[src/rtl/sja_bus_pkg.sv]
// Shared types and default bus timing for the SJA1000 parallel bus master.
package sja_bus_pkg;

    typedef enum logic [2:0] {
        S_IDLE,
        S_ALE,
        S_AHOLD,
        S_SETUP,
        S_WDATA,
        S_STROBE,
        S_RECOV,
        S_DONE
    } state_t;

    // Default phase lengths in clk cycles.
    localparam int T_ALE_DEF = 2;
    localparam int T_AH_DEF  = 1;
    localparam int T_SU_DEF  = 1;
    localparam int T_WR_DEF  = 2;
    localparam int T_RD_DEF  = 3;
    localparam int T_REC_DEF = 1;

    function automatic int imax(input int a, input int b);
        return (a > b) ? a : b;
    endfunction

endpackage

[src/rtl/sja_phase_timer.sv]
// Loadable down-counter; tc is high while the count sits at zero.
module sja_phase_timer #(
    parameter int W = 2
) (
    input  logic         clk,
    input  logic         rst,
    input  logic         load,
    input  logic [W-1:0] load_val,
    output logic         tc
);

    logic [W-1:0] cnt;

    // Load on phase entry, otherwise count down and park at zero.
    always_ff @(posedge clk) begin
        if (rst)
            cnt <= '0;
        else if (load)
            cnt <= load_val;
        else if (cnt != '0)
            cnt <= cnt - 1'b1;
    end

    assign tc = (cnt == '0);

endmodule

[src/rtl/sja_bus_master.sv]
// Burst master for the SJA1000 multiplexed address/data bus (Intel mode).
module sja_bus_master
    import sja_bus_pkg::*;
#(
    parameter int DW    = 8,
    parameter int AW    = 8,
    parameter int LW    = 4,
    parameter int T_ALE = T_ALE_DEF,
    parameter int T_AH  = T_AH_DEF,
    parameter int T_SU  = T_SU_DEF,
    parameter int T_WR  = T_WR_DEF,
    parameter int T_RD  = T_RD_DEF,
    parameter int T_REC = T_REC_DEF
) (
    input  logic          clk,
    input  logic          rst,
    input  logic          cmd_valid,
    output logic          cmd_ready,
    input  logic          cmd_write,
    input  logic [AW-1:0] cmd_addr,
    input  logic [LW-1:0] cmd_len,
    input  logic [DW-1:0] wdata,
    input  logic          wdata_valid,
    output logic          wdata_ready,
    output logic [DW-1:0] rdata,
    output logic          rdata_valid,
    output logic          done,
    output logic          busy,
    output logic [DW-1:0] ad_o,
    input  logic [DW-1:0] ad_i,
    output logic          ad_oe,
    output logic          ale,
    output logic          cs_n,
    output logic          rd_n,
    output logic          wr_n
);

    localparam int TMAX = imax(imax(imax(T_ALE, T_AH), imax(T_SU, T_WR)), imax(T_RD, T_REC));
    localparam int TW   = $clog2(TMAX + 1);

    state_t        state, ns;
    logic          wr, nwr;
    logic [LW-1:0] beats, nbeats;
    logic [AW-1:0] addr, naddr;
    logic          tc, load;
    logic [TW-1:0] load_val;
    logic          last_rd;

    sja_phase_timer #(.W(TW)) u_timer (
        .clk      (clk),
        .rst      (rst),
        .load     (load),
        .load_val (load_val),
        .tc       (tc)
    );

    // Next-state decode; beats/address advance only on the RECOV->ALE hop.
    always_comb begin
        ns     = state;
        nwr    = wr;
        nbeats = beats;
        naddr  = addr;
        case (state)
            S_IDLE:   if (cmd_valid) begin
                          ns     = S_ALE;
                          nwr    = cmd_write;
                          nbeats = cmd_len;
                          naddr  = cmd_addr;
                      end
            S_ALE:    if (tc) ns = S_AHOLD;
            S_AHOLD:  if (tc) ns = S_SETUP;
            S_SETUP:  if (tc) ns = wr ? S_WDATA : S_STROBE;
            S_WDATA:  if (wdata_valid) ns = S_STROBE;
            S_STROBE: if (tc) ns = S_RECOV;
            S_RECOV:  if (tc) begin
                          if (beats == '0) begin
                              ns = S_DONE;
                          end else begin
                              ns     = S_ALE;
                              nbeats = beats - 1'b1;
                              naddr  = addr + 1'b1;
                          end
                      end
            S_DONE:   ns = S_IDLE;
            default:  ns = S_IDLE;
        endcase
    end

    // Phase length of the state being entered; the timer reloads on every state change.
    always_comb begin
        case (ns)
            S_ALE:    load_val = TW'(T_ALE - 1);
            S_AHOLD:  load_val = TW'(T_AH - 1);
            S_SETUP:  load_val = TW'(T_SU - 1);
            S_STROBE: load_val = nwr ? TW'(T_WR - 1) : TW'(T_RD - 1);
            S_RECOV:  load_val = TW'(T_REC - 1);
            default:  load_val = '0;
        endcase
    end

    assign load    = (ns != state);
    assign last_rd = (state == S_STROBE) && tc && !wr;

    // FSM state plus every bus/handshake output, registered from the next state.
    always_ff @(posedge clk) begin
        if (rst) begin
            state       <= S_IDLE;
            wr          <= 1'b0;
            beats       <= '0;
            addr        <= '0;
            ale         <= 1'b0;
            cs_n        <= 1'b1;
            rd_n        <= 1'b1;
            wr_n        <= 1'b1;
            ad_oe       <= 1'b0;
            ad_o        <= '0;
            rdata       <= '0;
            rdata_valid <= 1'b0;
            wdata_ready <= 1'b0;
            done        <= 1'b0;
            busy        <= 1'b0;
            cmd_ready   <= 1'b1;
        end else begin
            state       <= ns;
            wr          <= nwr;
            beats       <= nbeats;
            addr        <= naddr;
            ale         <= (ns == S_ALE);
            cs_n        <= !(ns inside {S_SETUP, S_WDATA, S_STROBE});
            rd_n        <= !((ns == S_STROBE) && !nwr);
            wr_n        <= !((ns == S_STROBE) && nwr);
            // Reads release the bus from SETUP onward so the chip can drive it.
            ad_oe       <= (ns inside {S_ALE, S_AHOLD}) ||
                           (nwr && (ns inside {S_SETUP, S_WDATA, S_STROBE}));
            wdata_ready <= (ns == S_WDATA);
            done        <= (ns == S_DONE);
            busy        <= (ns != S_IDLE);
            cmd_ready   <= (ns == S_IDLE);
            if ((ns == S_ALE) && (state != S_ALE))
                ad_o <= DW'(naddr);
            else if ((state == S_WDATA) && wdata_valid)
                ad_o <= wdata;
            rdata_valid <= last_rd;
            if (last_rd)
                rdata <= ad_i;
        end
    end

endmodule

[config.mk]
export PLATFORM = sky130hd
export DESIGN_NAME = sja_bus_master
export DESIGN_NICKNAME = d
export VERILOG_FILES = /design/src/rtl/sja_bus_pkg.sv /design/src/rtl/sja_phase_timer.sv /design/src/rtl/sja_bus_master.sv
export SDC_FILE = /design/constraint.sdc
export NUM_CORES = 1
export LEC_CHECK = 0
export ABC_AREA = 0
export BUFFER_PORTS_ARGS = -buffer_cell sky130_fd_sc_hd__buf_2
export CELL_PAD_IN_SITES_DETAIL_PLACEMENT = 1
export CELL_PAD_IN_SITES_GLOBAL_PLACEMENT = 2
export CORE_ASPECT_RATIO = 0.5
export CORE_MARGIN = 5
export CORE_UTILIZATION = 28
export CTS_CLUSTER_SIZE = 25
export DETAILED_ROUTE_END_ITERATION = 10
export GPL_TIMING_DRIVEN = 0
export PLACE_DENSITY = 0.79
export RECOVER_POWER = 25
export SYNTH_ARGS = -nofsm -noshare
export SYNTH_HDL_FRONTEND = slang
export SYNTH_SLANG_ARGS = --single-unit
export TNS_END_PERCENT = 100
[constraint.sdc]
create_clock -name clk -period 2.2 [get_ports clk]
set_input_delay 0.11 -clock clk [delete_from_list [all_inputs] [get_ports clk]]
set_output_delay 0.11 -clock clk [all_outputs]
set_load 0.01 [all_outputs]
==> out/results.txt, run 1 <==
hold_buf cts -> 0
sequential area share after synthesis -> 0.392
Routed wire per std cell -> 16.7 microns
Mapped Nets -> 288
Clk pwr share -> 0.185
diode count -> 0
minimum clock period -> 2.16 ns
total CTS buffers -> 5
WP data required -> 2.37 ns
H-tree Lvls -> 2
Post-Synth Simple-Gate Area -> 0.209
Hold Crit Class -> primary input to flip-flop
met3 wire length -> 387 microns
Hold Violations, Final -> 0
Worst Reg2Reg Path Length in Cells -> 7
Bufs and invs on worst path -> 1
WHS -> 0.0604 ns
distinct cell type count after synthesis -> 53
Max-Cap Viols -> 0
CP arrival -> 2.33 ns
via count -> 2122
post-DP HPWL -> 5.29 mm
final worst-path cycle share -> 0.983
Critical Path Source Type -> flip-flop
vias in the first global route -> 2289
number of top-level pins -> 59
Inst Count DP -> 420
gr ovfl total -> 0
CTS sink cnt -> 44
# rows -> 23
main combinational cell family by area after synthesis -> compound AO/OA/AOI/OAI gates
GRT Resource Usage Total -> 0.146
Setup Viol. Count Final -> 0
Static Leakage -> 1.16 nW
Synth Warn # -> 0
maximum vdd ir drop -> 400 uV
max frequency -> 0.462 GHz
synthesized cell area -> 2250 sq um
Flop pwr share -> 0.294
drt total wl -> 7.18 mm
die width -> 137 microns
Final ANT Viol Nets -> 0
Synth Area in Compound Gates -> 0.248
Mapped Avg Cell Area -> 8.99 sq um
top layer in use -> met4
most frequent cells in the layout -> buf_2 (46), dfxtp_1 (44), nor2_1 (24)
slowest CP cell -> or3b_4
Synth Instances -> 250
area of the die -> 10000 sq um
# DRC -> 0
Worst setup EP type -> flip-flop
clk buf depth -> 2
Layout Utilization -> 0.369
CTS tree -> done
#FFs+latches synth -> 44
fraction of synthesized cell area in xor and xnor cells -> 0.0195
CORE AREA -> 7910 sq um
WHS Path Cells -> 3
internal power -> 2.29 mW
status -> completed
slowest stage delay, CP -> 0.44 ns
Clock Skew -> 0.00409 ns
Comb pwr share -> 0.521
Die Y -> 73.3 microns
clock insertion delay at the later pin of the skew report -> 0.29 ns
sw frac -> 0.421
cell count along the critical path -> 7
first-pass GRT wire length -> 11.4 mm
layout cells sized above 1 -> 0.274
gpl congestion -> 0.807
relative slew slack -> 0.578
Layout Area Growth over Synthesis -> 29.8%
Reg clk slew, reported paths -> 0.06 ns
Cell Pwr Density -> 1350 nW/um^2
Pins Over Slew Limit -> 0
Buffers on Ports -> 58
switching pwr -> 1.66 mW
Post-synth EDFFs -> 0
CP top delay family -> simple AND/OR/NAND/NOR gates
CP Class -> flip-flop to flip-flop
final cell count without fillers -> 430
antenna violations before repair -> 0
Cell Chain, Critical Path -> inv_1 > ha_1 > or3b_4 > a211oi_4 > nor2_2 > or2_4 > or3_1
DR iter-0 viols -> 117
total power -> 3.95 mW
multiplexer share of the synthesized area -> 0.0490
Starting Density -> 0.284
Routed met2 length -> 3.29 mm
first-pass iteration count of the detailed router -> 4
WL met1 -> 3.45 mm
Via density -> 4.93
commonest non-fill, non-tap cell in the layout -> buf_2
pin count of the biggest net entering global routing -> 14
Filler cells -> 944
ys async rst share -> 0
Worst-Margin Slew -> 0.634 ns
crit-path max FO -> 6
Root Buffer -> clkbuf_16
Post-Synth Adder-Cell Area -> 0.0278
RSZ-0062 raised after global routing -> true
Synth Flop Type -> dfxtp_1
Nets -> 356
state kept, by name (all words and copies together), names as in the netlist:
signal	count
rdata_valid	1
ad_oe	1
ale	1
rd_n	1
ad_o	8
u_timer.cnt	2
state	3
cmd_ready	1
wr	1
busy	1
cs_n	1
beats	4
wr_n	1
addr	8
rdata	8
wdata_ready	1
done	1
area by class of cell:
type                    instances  area (sq um)  share of cell area
inverters                       9          33.8              0.0116
clock buffers                   5           125              0.0429
multi-input cells             179          1320               0.454
plain buffers                  14          78.8              0.0270
well taps                     112           140              0.0480
flip-flops and latches         44           881               0.302
repair buffers                 65           323               0.111
clock inverters                 2          12.5             0.00429
per-layer routing:
metal / track usage / up-vias
met5: 0 / -
met4: 0.0358 / 0
met3: 0.0390 / 5
met2: 0.249 / 46
met1: 0.187 / 1019
li1: - / 1052
worst paths after layout:
| path | startpoint | to | slack, ns |
|---|---|---|---|
| hold / removal | ad_i[4] | rdata[4] | 0.06 |
| hold reg to reg | rdata[5] | rdata[5] | 0.49 |
| setup / recovery | beats[0] | wr_n | 0.04 |
| setup reg to reg | beats[0] | wr_n | 0.04 |
cell usage after synthesis, types with 5 or more instances:
master / instances / area share
nand2_1: 16 / 0.027
dfxtp_1: 44 / 0.39
a21oi_1: 6 / 0.013
a31oi_1: 6 / 0.017
o211ai_1: 5 / 0.017
nor2b_1: 9 / 0.025
nor2_1: 25 / 0.042
o21ai_0: 8 / 0.018
nand3_1: 7 / 0.016
mux2i_1: 11 / 0.049
buf_2: 5 / 0.011
a211oi_1: 17 / 0.057
clkbuf_1: 11 / 0.018
inv_1: 9 / 0.015
ha_1: 5 / 0.028
power groups by stage:
stage	clock, mW	sequential [mW]	combinational (mW)
global placement	0	1.15	1.82
floorplan	0	1.19	1.29
detailed placement	0	1.16	1.86
global route	0.778	1.19	2.29
CTS	0.744	1.16	1.95
finish	0.731	1.16	2.06
cells by family (layout without fill, tap and decap cells):
kind of cell,after synthesis,count (layout)
buffers and inverters,27,95
DFF,44,44
and+or+nand+nor,87,87
xor gates and xnor gates,5,5
muxes,11,11
AOI/OAI and AO/OA,71,71
adders and majority gates,5,5
metrics by stage:
| stage | TNS (ns) | worst slack [ns] | instance area, sq um |
|---|---|---|---|
| finish | 0 | 0.0374 | 2920 |
| global route | -0.177 | -0.0993 | 2920 |
| CTS | -0.0682 | -0.0409 | 2860 |
| detailed placement | -1.50 | -0.392 | 2680 |
| global placement | -1.23 | -0.370 | 2680 |
| floorplan | 0 | 0.133 | 2250 |
tightest hold or removal path, stage by stage:
cell and delay (ns):
buf_2 0.08, mux2i_1 0.06, nor2_1 0.07
what timing repair did:
action,4_1_cts,5_1_grt
setup endpoints to repair,13,19
pin swaps,2,4
buffers inserted,2,5
gates resized for setup,8,15
Note: power is estimated with default switching activity, not from simulation.
==> run 2: changes to the inputs <==
--- a/config.mk
+++ b/config.mk
@@ -11,13 +11,14 @@
 export CELL_PAD_IN_SITES_GLOBAL_PLACEMENT = 2
 export CORE_ASPECT_RATIO = 0.5
 export CORE_MARGIN = 5
-export CORE_UTILIZATION = 28
+export CORE_UTILIZATION = 30
 export CTS_CLUSTER_SIZE = 25
 export DETAILED_ROUTE_END_ITERATION = 10
 export GPL_TIMING_DRIVEN = 0
-export PLACE_DENSITY = 0.79
+export PLACE_DENSITY = 0.81
 export RECOVER_POWER = 25
 export SYNTH_ARGS = -nofsm -noshare
 export SYNTH_HDL_FRONTEND = slang
+export SYNTH_HIERARCHICAL = 1
 export SYNTH_SLANG_ARGS = --single-unit
 export TNS_END_PERCENT = 100
==> constraint.sdc (replaced) <==
create_clock -name clk -period 2 [get_ports clk]
set_input_delay 0.1 -clock clk [delete_from_list [all_inputs] [get_ports clk]]
set_output_delay 0.1 -clock clk [all_outputs]
set_load 0.01 [all_outputs]
==> run 2 against run 1 <==
Effect of this change:
- synthesized cell count grew 1.6%
- non-clock buffer count rose by 1
- clock-buffer cell count unchanged
- combinational power fell by 23%
- critical path depth is 2 lower
==> out/results.txt, run 2 <==
Routed wire per std cell -> 16.4 microns
CP Capture Point -> u_timer/cnt[1]
ys async rst share -> 0
GRT Resource Usage Total -> 0.146
H-tree Lvls -> 2
relative slew slack -> 0.642
total CTS buffers -> 5
first-pass GRT wire length -> 11.3 mm
number of top-level pins -> 59
synthesized cell area -> 2220 sq um
Nets -> 360
clock insertion delay at the later pin of the skew report -> 0.29 ns
WP data required -> 2.19 ns
Hold Crit Class -> primary input to flip-flop
via count -> 2110
area share of the largest cell type after synthesis -> 0.398
#FFs+latches synth -> 44
Via density -> 5.01
crit-path max FO -> 7
final instance area -> 2900 sq um
Area after DPL -> 2630 sq um
most common cell in the netlist -> dfxtp_1
Pins Over Slew Limit -> 0
largest area contributor in the synthesized netlist -> dfxtp_1
CTS tree -> done
CP Class -> flip-flop to flip-flop
area of the die -> 9310 sq um
CP arrival -> 2.14 ns
flop-to-flop setup slack -> 0.05 ns
Worst setup EP type -> flip-flop
CTS sink cnt -> 44
maximum vdd ir drop -> 508 uV
layout cells sized above 1 -> 0.302
status -> completed
r2r startpoint -> state[1]
Reg clk slew, reported paths -> 0.07 ns
Root Buffer -> clkbuf_16
Filler cells -> 874
antenna violations before repair -> 0
minimum clock period -> 1.95 ns
Buffers on Ports -> 58
# DRC -> 0
total power -> 3.60 mW
gpl congestion -> 0.860
pin count of the biggest net entering global routing -> 15
Cell Pwr Density -> 1240 nW/um^2
worst setup path start -> state[1]
Die Y -> 70.8 microns
diode count -> 0
sequential area share after synthesis -> 0.398
Worst-Margin Slew -> 0.537 ns
DR iter-0 viols -> 94
distinct cell type count after synthesis -> 48
worst r2r dst -> u_timer/cnt[1]
Synth Instances -> 254
largest cells by area after synthesis -> dfxtp_1 (40%), mux2i_1 (5.4%), nand2_1 (4.4%)
CORE AREA -> 7270 sq um
Setup Viol. Count Final -> 0
Mapped Avg Cell Area -> 8.72 sq um
gr ovfl total -> 0
drt total wl -> 6.92 mm
Max-Cap Viols -> 0
first-pass iteration count of the detailed router -> 4
most frequent cells in the layout -> buf_2 (48), dfxtp_1 (43), nand2_1 (26)
final worst-path cycle share -> 0.976
commonest non-fill, non-tap cell in the layout -> buf_2
Synth Warn # -> 6
Critical Path Source Type -> flip-flop
Mapped Nets -> 290
WHS -> 0.0476 ns
max frequency -> 0.512 GHz
Layout Area Growth over Synthesis -> 30.8%
post-DP HPWL -> 5.10 mm
Final ANT Viol Nets -> 0
Hold Violations, Final -> 0
Clock Skew -> 0.00283 ns
biggest regs -> ad_o: 8 flops, addr: 8 flops, rdata: 8 flops
# rows -> 22
Post-synth EDFFs -> 0
vias in the first global route -> 2256
synth cell count leaders -> dfxtp_1 (44), nand2_1 (26), nor2_1 (21)
die width -> 132 microns
Starting Density -> 0.305
Static Leakage -> 1.17 nW
clk buf depth -> 2
Worst Reg2Reg Path Length in Cells -> 5
Synth Flop Type -> dfxtp_1
==> run 2: cell count changes after synthesis, moves of 4 or more <==
cell,previous run,this run
buf_4,0,4
o211ai_1,5,0
nor2_1,25,21
nand2_1,16,26
a2bb2oi_1,4,0
nor3_1,3,8
nand3b_1,1,6
a211oi_1,17,12
a21oi_1,6,17
xor2_1,2,6
clkbuf_1,11,4
==> run 2: how the worst min path moves through the flow <==
| stage | startpoint | endpoint | cells past startpoint |
|---|---|---|---|
| global placement | ad_i[2] | rdata[2] | 3 |
| global route | ad_i[1] | rdata[1] | 3 |
| finish | ad_i[4] | rdata[4] | 3 |
| floorplan | rst | u_timer/cnt[1] | 1 |
| CTS | ad_i[4] | rdata[4] | 3 |
| detailed placement | ad_i[4] | rdata[4] | 3 |
==> run 2: per-layer routing <==
| layer | global-route usage | routed length, microns |
|---|---|---|
| met1 | 0.187 | 3280 |
| met2 | 0.246 | 3280 |
| met3 | 0.0348 | 285 |
| met4 | 0.0433 | 67 |
| met5 | 0 | 0 |
==> run 2: cells by family after synthesis <==
kind of cell             count (synthesis)  synth area share
AND/OR/NAND/NOR                        100             0.243
multiplexers                            15            0.0695
XOR/XNOR                                 6            0.0237
flip-flops                              44             0.398
AO/OA/AOI/OAI                           63             0.195
buffers and inverters                   23            0.0536
adder cells (fa/ha/maj)                  3            0.0169
==> run 2: power breakdown <==
part           total, mW  switching [mW]  internal [mW]
registers           1.18           0.125           1.05
logic               1.59           0.908          0.682
clock network      0.828           0.367          0.461
==> run 2: area by class of cell <==
type	instances	area, sq um	share of cell area
Buffer	17	105	0.0363
Clock buffer	5	125	0.0432
Clock inverter	3	18.8	0.00647
Inverter	6	22.5	0.00777
Multi-Input combinational cell	187	1320	0.454
Sequential cell	44	882	0.304
Tap cell	96	120	0.0414
Timing Repair Buffer	63	308	0.106
==> run 2: repair_timing <==
| action | 4_1_cts | 5_1_grt |
|---|---|---|
| hold buffers | 0 | 0 |
| resized for setup | 7 | 19 |
| buffers inserted | 1 | 4 |
| pin swaps | 1 | 9 |
| endpoints found under the setup margin | 14 | 29 |
==> run 2: critical path, stage by stage, from the launching register on <==
cell and delay, ns:
dfxtp_1 0.30, buf_2 0.17, or4_1 0.57, nand4_1 0.18
mux2_4 0.34, o41ai_2 0.29
==> run 2: metrics by stage <==
stage / setup WS [ns] / setup TNS [ns] / instances / utilization
6_report: 0.0478 / 0 / 421 / 0.399
5_1_grt: -0.0325 / -0.0702 / 421 / 0.399
4_1_cts: -0.0493 / -0.0874 / 417 / 0.386
3_5_place_dp: -0.317 / -1.42 / 408 / 0.361
3_3_place_gp: -0.228 / -0.889 / 408 / 0.361
2_1_floorplan: 0.0242 / 0 / 254 / -
==> run 3: changes to the inputs <==
--- a/config.mk
+++ b/config.mk
@@ -17,6 +17,8 @@
 export GPL_TIMING_DRIVEN = 0
 export PLACE_DENSITY = 0.81
 export RECOVER_POWER = 25
+export REMOVE_ABC_BUFFERS = 1
+export SKIP_LAST_GASP = 1
 export SYNTH_ARGS = -nofsm -noshare
 export SYNTH_HDL_FRONTEND = slang
 export SYNTH_HIERARCHICAL = 1
==> run 3 against run 2 <==
Effect of this change:
- final area fell by 0.56%
- via count is 0.43% higher
- flip-flop and latch count stayed put
- die area stayed put
- non-clock buffer count is 7 lower
- first-iteration DRC count shrank 2.1%
- clock skew rose by 0.0024 ns
- critical path depth increased by 2
- sequential share of layout area grew 0.56 points
- clock-buffer cell count is the same
- hold slack better by 0.0032 ns
==> out/results.txt, run 3 (synthesis gave the netlist of run 2 again) <==
Comb pwr share -> 0.428
Critical Path Source Type -> flip-flop
CP Class -> flip-flop to flip-flop
worst setup margin -> 0.0865 ns
WHS Path Cells -> 3
r2r startpoint -> beats[0]
crit-path max FO -> 5
gpl congestion -> 0.788
post-DP HPWL -> 4.37 mm
Cell Pwr Density -> 1250 nW/um^2
Bufs and invs on worst path -> 1
antenna violations before repair -> 0
H-tree Lvls -> 2
# rows -> 22
diode count -> 0
GRT Resource Usage Total -> 0.134
CP arrival -> 2.14 ns
Reg clk slew, reported paths -> 0.06 ns
DR iter-0 viols -> 92
Hold Crit Class -> primary input to flip-flop
Max-Cap Viols -> 0
total power -> 3.59 mW
maximum vdd ir drop -> 470 uV
first-pass iteration count of the detailed router -> 4
slowest stage delay, CP -> 0.44 ns
# DRC -> 0
Clock Skew -> 0.00521 ns
DP Worst Slack -> -0.631 ns
vias in the first global route -> 2096
biggest regs -> ad_o: 8 flops, addr: 8 flops, rdata: 8 flops
Starting Density -> 0.305
Worst-Margin Slew -> 0.823 ns
CTS tree -> done
Filler cells -> 880
Min-Delay Endpoint -> rdata[7]
drt total wl -> 6.47 mm
min-delay src -> ad_i[7]
Flop pwr share -> 0.346
Via density -> 5.13
clock insertion delay at the later pin of the skew report -> 0.29 ns
Layout Area Growth over Synthesis -> 30.1%
Buffers on Ports -> 58
clk buf depth -> 2
total CTS buffers -> 5
layout cells sized above 1 -> 0.287
max frequency -> 0.523 GHz
CP top delay family -> compound AO/OA/AOI/OAI gates
flop-to-flop setup slack -> 0.09 ns
relative slew slack -> 0.451
commonest non-fill, non-tap cell in the layout -> buf_2
Pins Over Slew Limit -> 0
Cell Chain, Critical Path -> inv_1 > ha_2 > or3b_4 > a21o_1 > a31o_1 > a221o_1 > o21ai_2
final worst-path cycle share -> 0.957
Hold Violations, Final -> 0
Worst setup EP type -> flip-flop
status -> completed
gr ovfl total -> 0
minimum clock period -> 1.91 ns
area of the die -> 9310 sq um
worst r2r dst -> ad_oe
switching pwr -> 1.37 mW
slowest CP cell -> or3b_4
Die Y -> 70.8 microns
first-pass GRT wire length -> 10.3 mm
via count -> 2119
RSZ-0062 raised after global routing -> true
number of top-level pins -> 59
most frequent cells in the layout -> buf_2 (41), dfxtp_1 (40), nand2_1 (26)
internal power -> 2.22 mW
die width -> 132 microns
Clk pwr share -> 0.226
Routed wire per std cell -> 15.7 microns
Root Buffer -> clkbuf_16
CTS sink cnt -> 44
CORE AREA -> 7270 sq um
Worst Reg2Reg Path Length in Cells -> 7
Static Leakage -> 1.14 nW
Layout Utilization -> 0.397
WP data required -> 2.23 ns
Setup Viol. Count Final -> 0
pin count of the biggest net entering global routing -> 45
Final ANT Viol Nets -> 0
sw frac -> 0.381
Nets -> 353
[run 3: repair_timing]
item / 4_1_cts / 5_1_grt
hold buffers: 0 / 0
setup endpoints to repair: 37 / 17
setup buffers: 7 / 8
pin swaps: 2 / 3
cloned: 0 / 0
resized for setup: 16 / 9
[run 3: tightest hold or removal path: cells and delay by family]
family	cells	cell delay, ns
multiplexers	1	0.05
AND/OR/NAND/NOR	1	0.07
buffers and inverters	1	0.07
[run 3: how the worst max path moves through the flow]
| stage | endpoint | slack (ns) | startpoint | cells past startpoint |
|---|---|---|---|---|
| 2_1_floorplan | rdata[0] | -0.43 | u_timer/cnt[0] | 6 |
| 3_3_place_gp | rdata[4] | -1.02 | u_timer/cnt[0] | 6 |
| 3_5_place_dp | rdata[0] | -0.63 | u_timer/cnt[0] | 6 |
| 4_1_cts | u_timer/cnt[1] | 0.01 | state[2] | 4 |
| 5_1_grt | addr[7] | -0.02 | u_timer/cnt[1] | 8 |
| 6_report | ad_oe | 0.09 | beats[0] | 7 |
[run 3: per-stage QoR]
stage	TNS (ns)	area [sq um]	hold WS [ns]	instances
2_1_floorplan	-4.80	2120	0.165	237
4_1_cts	0	2800	0.0418	405
3_5_place_dp	-12.98	2540	0.356	391
5_1_grt	-0.0232	2880	0.0488	413
3_3_place_gp	-18.60	2530	0.335	391
6_report	0	2880	0.0508	413
[run 3: routing by layer]
layer | up-vias | track usage | routed length, microns
li1 | 1037 | - | -
met1 | 1027 | 0.173 | 3020
met2 | 42 | 0.216 | 3080
met3 | 13 | 0.0391 | 248
met4 | 0 | 0.0490 | 114
met5 | - | 0 | 0
[run 3: power groups by stage]
stage	logic (mW)	registers [mW]	clock network, mW
2_1_floorplan	0.804	1.26	0
3_3_place_gp	1.18	1.24	0
3_5_place_dp	1.22	1.26	0
4_1_cts	1.39	1.26	0.837
5_1_grt	1.69	1.27	0.865
6_report	1.54	1.24	0.810
[run 3: layout make-up]
class | instances | area (sq um) | share of cell area
clock buffers | 5 | 125 | 0.0434
clock inverters | 2 | 12.5 | 0.00434
inverters | 6 | 26.3 | 0.00911
multi-input cells | 187 | 1300 | 0.451
flip-flops and latches | 44 | 893 | 0.310
well taps | 96 | 120 | 0.0417
repair buffers | 73 | 407 | 0.141
